**src/rtl/adc_fifo_drain_arbiter_pkg.sv**
```systemverilog
// Shared types and helpers for the ADC FIFO drain arbiter.
// Holds the FSM state type, header tag default and round-robin search.
package adc_pkg;

    typedef enum logic [2:0] {
        IDLE,
        HDR,
        RD,
        LAT,
        DATA
    } state_t;

    localparam logic [3:0] HDR_TAG_DEF = 4'hA;

    // Returns {found, index}: first set request above ptr, wrapping mod n.
    function automatic logic [4:0] rr_pick(
        input logic [15:0] req,
        input logic [3:0]  ptr,
        input int          n
    );
        logic [4:0] r;
        int         idx;
        r = '0;
        for (int i = 1; i <= 16; i++) begin
            idx = (int'(ptr) + i) % n;
            if (i <= n && !r[4] && req[idx[3:0]]) begin
                r = {1'b1, idx[3:0]};
            end
        end
        return r;
    endfunction

endpackage

```
**src/rtl/adc_fifo_drain_arbiter_picker.sv**
```systemverilog
// Combinational round-robin priority search over up to 16 requesters.
// The search starts at ptr+1 so the last served channel goes last.
module rr_priority_picker
    import adc_pkg::*;
#(
    parameter int NUM_CH = 4
) (
    input  logic [NUM_CH-1:0] req,
    input  logic [3:0]        ptr,
    output logic [3:0]        idx,
    output logic              found
);

    logic [15:0] req_w;
    logic [4:0]  pick;

    // Widen the request vector to the helper's fixed 16-bit form
    always_comb begin
        req_w             = '0;
        req_w[NUM_CH-1:0] = req;
    end

    assign pick  = rr_pick(req_w, ptr, NUM_CH);
    assign found = pick[4];
    assign idx   = pick[3:0];

endmodule

```
**src/rtl/adc_fifo_drain_arbiter.sv**
```systemverilog
// Round-robin drain of per-channel byte FIFOs into one packet stream.
// Each packet is a {tag, channel} header followed by 1..BURST_LEN bytes.
module adc_fifo_drain_arbiter
    import adc_pkg::*;
#(
    parameter int         NUM_CH    = 4,
    parameter int         BURST_LEN = 16,
    parameter logic [3:0] HDR_TAG   = HDR_TAG_DEF
) (
    input  logic                  clk,
    input  logic                  rst,
    input  logic                  enable,
    input  logic [NUM_CH-1:0]     fifo_not_empty,
    output logic [NUM_CH-1:0]     fifo_rd_en,
    input  logic [NUM_CH*8-1:0]   fifo_dout,
    output logic [7:0]            m_data,
    output logic                  m_valid,
    input  logic                  m_ready,
    output logic                  m_last,
    output logic                  busy,
    output logic [3:0]            grant_ch
);

    state_t            state;
    logic [3:0]        rr_ptr;
    logic [7:0]        count;
    logic [3:0]        pick_idx;
    logic              pick_found;
    logic [NUM_CH-1:0] sel;
    logic [7:0]        cur_dout;
    logic              cur_ne;
    logic              last_now;

    rr_priority_picker #(
        .NUM_CH(NUM_CH)
    ) u_pick (
        .req  (fifo_not_empty),
        .ptr  (rr_ptr),
        .idx  (pick_idx),
        .found(pick_found)
    );

    // Decode the granted channel into a strobe and select its FIFO side
    always_comb begin
        sel      = '0;
        cur_dout = '0;
        cur_ne   = 1'b0;
        for (int i = 0; i < NUM_CH; i++) begin
            if (grant_ch == 4'(i)) begin
                sel[i]   = 1'b1;
                cur_dout = fifo_dout[8*i +: 8];
                cur_ne   = fifo_not_empty[i];
            end
        end
    end

    // Post-read flag: FIFO ran dry or the burst limit is reached
    assign last_now = (9'(count) + 9'd1 == 9'(BURST_LEN)) || !cur_ne;
    assign busy     = (state != IDLE);

    // Packet FSM: header, then read/latency/data per byte
    always_ff @(posedge clk or posedge rst) begin
        if (rst) begin
            state      <= IDLE;
            rr_ptr     <= 4'(NUM_CH - 1);
            count      <= '0;
            grant_ch   <= '0;
            fifo_rd_en <= '0;
            m_data     <= '0;
            m_valid    <= 1'b0;
            m_last     <= 1'b0;
        end else begin
            unique case (state)
                IDLE: begin
                    if (enable && pick_found) begin
                        grant_ch <= pick_idx;
                        count    <= '0;
                        m_data   <= {HDR_TAG, pick_idx};
                        m_valid  <= 1'b1;
                        m_last   <= 1'b0;
                        state    <= HDR;
                    end
                end
                HDR: begin
                    if (m_ready) begin
                        m_valid    <= 1'b0;
                        fifo_rd_en <= sel;
                        state      <= RD;
                    end
                end
                RD: begin
                    fifo_rd_en <= '0;
                    state      <= LAT;
                end
                LAT: begin
                    m_data  <= cur_dout;
                    m_last  <= last_now;
                    m_valid <= 1'b1;
                    state   <= DATA;
                end
                DATA: begin
                    if (m_ready) begin
                        count   <= count + 8'd1;
                        m_valid <= 1'b0;
                        m_last  <= 1'b0;
                        if (m_last) begin
                            rr_ptr <= grant_ch;
                            state  <= IDLE;
                        end else begin
                            fifo_rd_en <= sel;
                            state      <= RD;
                        end
                    end
                end
                default: state <= IDLE;
            endcase
        end
    end

endmodule

```
**config.mk**
```make
export PLATFORM = sky130hd
export DESIGN_NAME = adc_fifo_drain_arbiter
export DESIGN_NICKNAME = d
export VERILOG_FILES = /design/src/rtl/adc_fifo_drain_arbiter_pkg.sv /design/src/rtl/adc_fifo_drain_arbiter_picker.sv /design/src/rtl/adc_fifo_drain_arbiter.sv
export SDC_FILE = /design/constraint.sdc
export NUM_CORES = 1
export LEC_CHECK = 0
export ABC_AREA = 1
export CAP_MARGIN = 40
export CORE_ASPECT_RATIO = 1.25
export CORE_UTILIZATION = 45
export CTS_CLUSTER_SIZE = 14
export DETAILED_ROUTE_END_ITERATION = 10
export DONT_BUFFER_PORTS = 1
export HOLD_SLACK_MARGIN = 0.06
export MAX_ROUTING_LAYER = met4
export PLACE_DENSITY_LB_ADDON = 0.15
export SLEW_MARGIN = 0
export SYNTH_ARGS = -nofsm -noshare
export SYNTH_HDL_FRONTEND = slang
export SYNTH_HIERARCHICAL = 1
export SYNTH_SLANG_ARGS = --single-unit
```
**constraint.sdc**
```tcl
create_clock -name clk -period 2.5 [get_ports clk]
set_input_delay 0.5 -clock clk [delete_from_list [all_inputs] [get_ports clk]]
set_output_delay 0.5 -clock clk [all_outputs]
set_load 0.01 [all_outputs]
```
After elaboration in Yosys (flattened, before gate mapping)
Cells that the tools add are included.
Word-level totals
  bits in registers: 31
  input port bits: 40
  output and inout port bits: 19
  logic and storage cells: 108
Operators by class
  add/sub/neg operators: 6
  $lt $le $gt $ge: 4
  eq/ne operators: 13
  multiplexer cells: 43
  bitwise gates (word level): 4
  reduce and logical (&&, ||, !) cells: 30
Operators by type and width (number)
  $mux 8: 7
  $pmux 8 s2: 2
  $lt 4x5->1 const B: 4
  $mux 5: 4
  $mux 1: 15
  $pmux 3 s5: 1
  $reduce_and 3->1: 5
  $bmux 1 s3: 4
  $mux 4: 3
  $pmux 4 s3: 1
  $reduce_bool 3->1: 4
  $reduce_or 2->1: 5
  $add 8x1->9 const B: 1
  $eq 9x5->1 const B: 1
  $mux 3: 3
  $add 8x1->8 const B: 1
  $eq 4x2->1 const B: 2
  $ne 2x2->1 const B: 4
  $eq 3x2->1 const B: 2
  $pmux 1 s3: 2
  $add 2x1->2 const B: 2
  $add 2x2->2 const B: 2
  $and 1x1->1 const A: 4
  $eq 4x1->1 const B: 1
  other kinds (12): 20

Logic depth before layout (Yosys ltp)
Gate-level depths: netlist of run 1.
  depth after elaboration: 18
  depth in mapped cells: 17
  depth with buffers taken out: 16

Hierarchy
The synthesis of run 1 kept the hierarchy.
By module, submodules not included
  adc_fifo_drain_arbiter: times used 1, cells each 246, area each 1830.5 sq um, sequential area each 828.3 sq um
  rr_priority_picker: times used 1, cells each 60, area each 316.6 sq um, sequential area each 0.0 sq um

Worst setup path after synthesis of run 1
Ideal clock, no wire load.
  kind: register to register
  start: reg, netlist name rr_ptr[0]
  end: reg fifo_rd_en[0]
  library setup time: 0.120 ns
  arrival: 1.721 ns
  required time: 2.380 ns
  path slack: 0.659 ns
  cell stages (with the launch flop): 17
  buffers on the path: 1
  clock period less this slack: 1.841 ns
  path through: dfstp_2 -> buf_6 -> inv_6 -> nand2_2 -> nand2_4 -> inv_2 -> nand2_1 -> nand2_1 -> nand3_2 -> nor2_2 -> inv_1 -> nand2_1 -> nand3_1 -> nand2_2 -> nor2_4 -> nand3_1 -> nand2_1
RTL lines
  to (signal assigned): line adc_fifo_drain_arbiter.sv:87  | fifo_rd_en <= sel;
  to (signal assigned): line adc_fifo_drain_arbiter.sv:110  | fifo_rd_en <= sel;
  to (decl): line adc_fifo_drain_arbiter.sv:14  | output logic [NUM_CH-1:0] fifo_rd_en,

Final worst setup path of run 1
  start: reg rr_ptr[0]
  end: reg m_data[3]
Between the ends
  longest elaborated chain between the ends: 18
  elaborated cells between the ends (all ways): 35
  those cells by class: add/sub: 4; eq/ne: 1; mux: 14; bitwise: 4; reduce/logical: 12
Ends and longest elaborated chain
  from (decl): line adc_fifo_drain_arbiter.sv:25  | logic [3:0] rr_ptr;
  from (signal assigned): line adc_fifo_drain_arbiter.sv:65  | rr_ptr <= 4'(NUM_CH - 1);
  from (signal assigned): line adc_fifo_drain_arbiter.sv:107  | rr_ptr <= grant_ch;
  $add 2x1->2: line adc_fifo_drain_arbiter_pkg.sv:25  | idx = (int'(ptr) + i) % n;
  $reduce_or 2->1 (no line)
  $and 1x1->1 (no line)
  $bmux 1 s3: line adc_fifo_drain_arbiter_pkg.sv:26  | if (i <= n && !r[4] && req[idx[3:0]]) begin
  $mux 1 (not written as such): line adc_fifo_drain_arbiter_pkg.sv:26
  $mux 5: line adc_fifo_drain_arbiter_pkg.sv:26
  $logic_not 1->1: line adc_fifo_drain_arbiter_pkg.sv:26
  $logic_and 1x1->1: line adc_fifo_drain_arbiter_pkg.sv:26
  [... 3 more ...]
  $mux 5: line adc_fifo_drain_arbiter_pkg.sv:26
  $logic_not 1->1: line adc_fifo_drain_arbiter_pkg.sv:26
  $logic_and 1x1->1: line adc_fifo_drain_arbiter_pkg.sv:26
  $mux 5 (*): line adc_fifo_drain_arbiter_pkg.sv:26
  net pick_found: line adc_fifo_drain_arbiter.sv:28  | logic pick_found;
  $logic_and 1x1->1 (*): line adc_fifo_drain_arbiter.sv:75  | if (enable && pick_found) begin
  $ne 2x2->1 (no line) (*)
  $reduce_and 2->1 (no line) (*)
  to (signal assigned): line adc_fifo_drain_arbiter.sv:78  | m_data <= {HDR_TAG, pick_idx};
  to (signal assigned): line adc_fifo_drain_arbiter.sv:96  | m_data <= cur_dout;
  to (decl): line adc_fifo_drain_arbiter.sv:16  | output logic [7:0] m_data,
Mark *: on every way through the listed nets, which the timed path passes. The rest lies on a longest branch. The select of a mux whose other input is x is not followed.
A chain may end at the register's enable or synchronous reset.

==> flow_summary_export.csv, run 1 <==
group,metric,value,unit
run_status,status,"complete, no violations",
floorplanning,coreArea,4430,µm²
setup_path,critPathMaxStageDelay,0.65,ns
synthesis,syn_inst,300,
setup_path,cp-end-kind,"flip-flop",
cts,clk_path_buf_depth,2,
route,avgRoutedWirePerCell,13.4,µm
finish,layout.cells.non_filler,364,
synthesis,syn-mean-instance-area,6.93,µm²
power_and_ir_drop,irDropWorstVdd,0.542,mV
timing,rsz0062_at_grt,"no",
finish,areaGrowthSynthToFinish,6.98,%
floorplanning,dieArea,4900,µm²
cts,cts-hold-fix-buffers,0,
run,drv_cap,0,
cts,insertion_delay,0.28,ns
setup_path,critical_path_class,"reg2reg",
timing,relSlewSlack,0.587,
timing,fin_worst_skew,0.00453,ns
placement,place_hpwl,3.80,mm
cts,cts_tree,"built",
cts,cts_buffers,5,
finish,insertedDiodeCount,0,
setup_path,cp.arrival,2.23,ns
timing,max_freq,0.482,GHz
finish,drive_gt1_frac,0.180,
setup_path,worstSetupStartpoint,"rr_ptr[0]",
grt,grt.overflow.total,0,
finish,final_area,2220,µm²
setup_path,path_cells,"nand2_1 > nand2_1 > nor2_1 > a31oi_1 > nor2_2 > inv_1 > nand2_1 > nor2_4 > inv_2 > nand2_2 > inv_2 > nand2_1 > nand3_1",
route,vias,1873,
grt,antenna_found_initial,0,
cts,cts_setup_buffers,0,
route,ant_nets,0,
finish,final_util,0.503,
grt,grt_pass1_wl,8.13,mm
finish,fillers,456,
placement,pre_cts_ws,0.444,ns
route,detail_route.vias_per_cell,5.15,
placement,place_area,2140,µm²
cts,root_buffer,"clkbuf_8",
timing,final_max_slew_viol_count,0,
cts,cts.clk_slew.worst_paths,0.06,ns
timing,period_share,0.830,
setup_path,slowest_stage,"dfstp_2",
grt,grt_pass1_vias,1766,
route,route.detailed.drc,0,
route,drt_first_pass_iters,4,
timing,finalHoldViolations,0,
worst_hold_path,worstHoldPathType,"in2async",
route,drt-total-wl,4.86,mm
floorplanning,ios,59,
power_and_ir_drop,p_total,2.50,mW
cts,post_cts_resized,0,
cts,htree_num_levels,2,
timing,whs,0.183,ns
finish,layout_commonest_cell,"nand2_1",
grt,grt_max_degree,32,
synthesis,mappedNetlistArea,2080,µm²
finish,layout.nets,347,
floorplanning,dieHeight,78,µm
cts,clkSinkCount,31,
placement,place_inst,357,
timing,period_minus_slack,2.07,ns
placement,place.port_buffers,0,
setup_path,r2r-start,"rr_ptr[0]",
timing,final-setup-viol-count,0,
timing,worst_pin_slew,0.617,ns
grt,grt.total_usage,0.219,
floorplanning,rows,27,
placement,finalWeightedCongestion,0.880,
synthesis,yosys_warnings,6,
floorplanning,die_x,62.8,µm
setup_path,cp-start-kind,"flip-flop",
floorplanning,start_util,0.470,
setup_path,cp_data_required_time,2.66,ns
timing,setup_tns,0,ns
setup_path,worst-path-max-fanout,10,
finish,layout_common_cells,"nand2_1 (111), dfrtp_1 (29), nand3_1 (25)",
route,drtIter0Drc,83,
power_and_ir_drop,power.density,1120,nW/µm²
power_and_ir_drop,p_leak,1.09,nW
setup_path,crit_path_frequent_cell,"nand2_1",
timing,setup_slack,0.425,ns
-- critical path: cells and delay by family (launching register included) --
kind | cells | cell delay (ns)
flip-flops | 1 | 0.65
AO/OA/AOI/OAI | 1 | 0.19
buffers and inverters | 3 | 0.24
AND/OR/NAND/NOR | 9 | 0.88
-- where the power goes --
part / internal [mW] / switching (mW)
registers: 0.677 / 0.256
logic: 0.387 / 0.784
clock network: 0.216 / 0.182
total: 1.28 / 1.22
-- path summary, 6_finish.rpt --
| check | endpoint | slack (ns) | cells after the start |
|---|---|---|---|
| max | m_data[3] | 0.43 | 13 |
| min | fifo_rd_en[2] | 0.18 | 2 |
| max reg2reg | m_data[3] | 0.43 | 13 |
| min reg2reg | rr_ptr[1] | 0.54 | 2 |
| max in group asynchronous | rr_ptr[0] | 1.99 | 2 |
| min in group clk | state[2] | 0.34 | 1 |
-- per-layer routing --
layer,GRT usage,routed length (µm)
met1,0.258,2120
met3,0.0500,233
met2,0.368,2450
met4,0.0721,65
met5,-,0
-- sequential cells by signal (all words and copies together) (netlist names) --
register	count
m_last	1
count	8
m_valid	1
state	3
rr_ptr	2
fifo_rd_en	4
m_data	8
grant_ch	4
-- layout make-up --
class	count	area (µm²)	area share
tap	58	72.6	0.0326
clock buffer	6	82.6	0.0371
clock inverter	1	5.00	0.00225
multi-input combinational	231	1140	0.512
timing repair buffer	1	7.51	0.00337
inverter	36	140	0.0630
sequential	31	778	0.350
(Power assumes the default switching activity.)
==> inputs of run 2 (changes only) <==
clock period = 1.7 ns   (was 2.5 ns; I/O delays follow)
==> flow_summary_export.csv, run 2 (synthesis gave the netlist of run 1 again) <==
group,metric,value,unit
finish,final_area,2650,µm²
floorplanning,start_util,0.470,
cts,cts_buffers,5,
finish,layout.nets,374,
run,drv_cap,0,
floorplanning,die_x,62.8,µm
setup_path,cp.arrival,2.12,ns
route,ant_nets,0,
floorplanning,dieArea,4900,µm²
run_status,status,"complete, but fails checks",
timing,rsz0062_at_grt,"yes",
timing,max_freq,0.512,GHz
placement,finalWeightedCongestion,0.821,
setup_path,r2r_cells,11,
timing,period_share,1.15,
power_and_ir_drop,power.density,1760,nW/µm²
cts,clk_path_buf_depth,2,
cts,cts_tree,"built",
cts,clkSinkCount,31,
placement,pre_cts_ws,-0.229,ns
route,route.detailed.drc,0,
grt,grt_pass1_vias,1967,
grt,grt.overflow.total,0,
finish,drive_gt1_frac,0.323,
timing,final-setup-viol-count,28,
timing,period_minus_slack,1.95,ns
placement,place_hpwl,3.86,mm
route,detail_route.vias_per_cell,5.23,
grt,grt_pass1_wl,8.92,mm
cts,cts.clk_slew.worst_paths,0.07,ns
grt,antenna_found_initial,0,
placement,place.port_buffers,0,
timing,final_max_slew_viol_count,0,
cts,insertion_delay,0.28,ns
finish,final_util,0.599,
floorplanning,ios,59,
finish,insertedDiodeCount,0,
power_and_ir_drop,irDropWorstVdd,0.995,mV
floorplanning,coreArea,4430,µm²
floorplanning,rows,27,
finish,layout_commonest_cell,"nand2_1",
floorplanning,dieHeight,78,µm
worst_hold_path,min_path_cells,1,
cts,htree_num_levels,2,
worst_hold_path,worstHoldPathType,"in2reg",
setup_path,critical_path_class,"reg2reg",
route,drtIter0Drc,142,
timing,fin_worst_skew,0.00583,ns
power_and_ir_drop,p_leak,1.30,nW
setup_path,cp-end-kind,"flip-flop",
route,avgRoutedWirePerCell,14.0,µm
run_status,violations,"setup timing",
timing,finalHoldViolations,0,
route,drt-total-wl,5.48,mm
setup_path,cp-start-kind,"flip-flop",
timing,setup_slack,-0.253,ns
finish,layout_common_cells,"nand2_1 (102), dfrtp_1 (29), buf_4 (24)",
setup_path,cp_data_required_time,1.87,ns
grt,grt_max_degree,32,
setup_path,worst-path-max-fanout,8,
route,vias,2049,
placement,place_area,2270,µm²
finish,areaGrowthSynthToFinish,27.4,%
cts,root_buffer,"clkbuf_8",
route,drt_first_pass_iters,4,
timing,whs,0.156,ns
finish,reg_top3,"count: 8 flops, m_data: 8 flops",
grt,grt.total_usage,0.238,
-- run 2: changes by cell type in the layout (fill, tap and decap cells not counted), sizes merged --
cell / previous run / this run
dlygate4sd3: 0 / 1
buf: 1 / 27
bufinv: 0 / 1
-- run 2: worst max-delay path, cell delays in order, from the launching register on --
cell and delay (ns):
dfstp_2 0.62, inv_6 0.08, nand2_4 0.08, nand2_4 0.05, buf_4 0.12, buf_4 0.12
buf_4 0.12, buf_4 0.13, a31oi_2 0.20, nand3_1 0.11, nand2_2 0.11, nand3_1 0.08
-- run 2: final cells by class --
cell class	instances	area, µm²
clock inverter	2	35.0
inverter	36	148
tap	58	72.6
timing repair buffer	28	233
sequential	31	778
multi-input combinational	231	1300
fill	431	1780
clock buffer	6	82.6
-- run 2: timing repair --
action                                  4_1_cts  5_1_grt
hold endpoints to repair                     29        0
endpoints found under the setup margin       28       28
buffers inserted                             11        1
hold buffers                                  1        0
resized for setup                            31       19
pin swaps                                    14       13
-- run 2: worst paths after layout --
| path | slack [ns] | start | endpoint |
|---|---|---|---|
| setup / recovery | -0.25 | rr_ptr[0] | m_data[1] |
| hold / removal | 0.16 | m_ready | state[2] |
| setup reg to reg | -0.25 | rr_ptr[0] | m_data[1] |
| hold reg to reg | 0.54 | rr_ptr[1] | rr_ptr[1] |
| max in group asynchronous | 0.78 | rst | rr_ptr[1] |
| min in group asynchronous | 0.59 | rst | fifo_rd_en[2] |
-- run 2: metal layers --
| metal | part of all wire | track usage | vias up |
|---|---|---|---|
| met5 | 0 | - | - |
| met4 | 0.0066 | 0.0605 | 0 |
| met3 | 0.050 | 0.0603 | 6 |
| met2 | 0.54 | 0.415 | 56 |
| met1 | 0.41 | 0.270 | 960 |
| li1 | - | - | 1027 |
-- run 2: per-stage QoR --
| stage | total power, mW | cells | TNS (ns) |
|---|---|---|---|
| after floorplan | 2.78 | 301 | -0.993 |
| after global placement | 3.33 | 371 | -3.77 |
| after detailed placement | 3.35 | 371 | -4.65 |
| after CTS | 4.44 | 391 | -3.88 |
| after global routing | 5.00 | 392 | -7.92 |
| final | 4.65 | 392 | -5.35 |
-- run 2: where the power goes --
| group | internal [mW] | leakage, nW | switching (mW) |
|---|---|---|---|
| combinational | 1.04 | 0.841 | 1.51 |
| clock | 0.474 | 0.0612 | 0.291 |
| sequential | 0.996 | 0.398 | 0.348 |
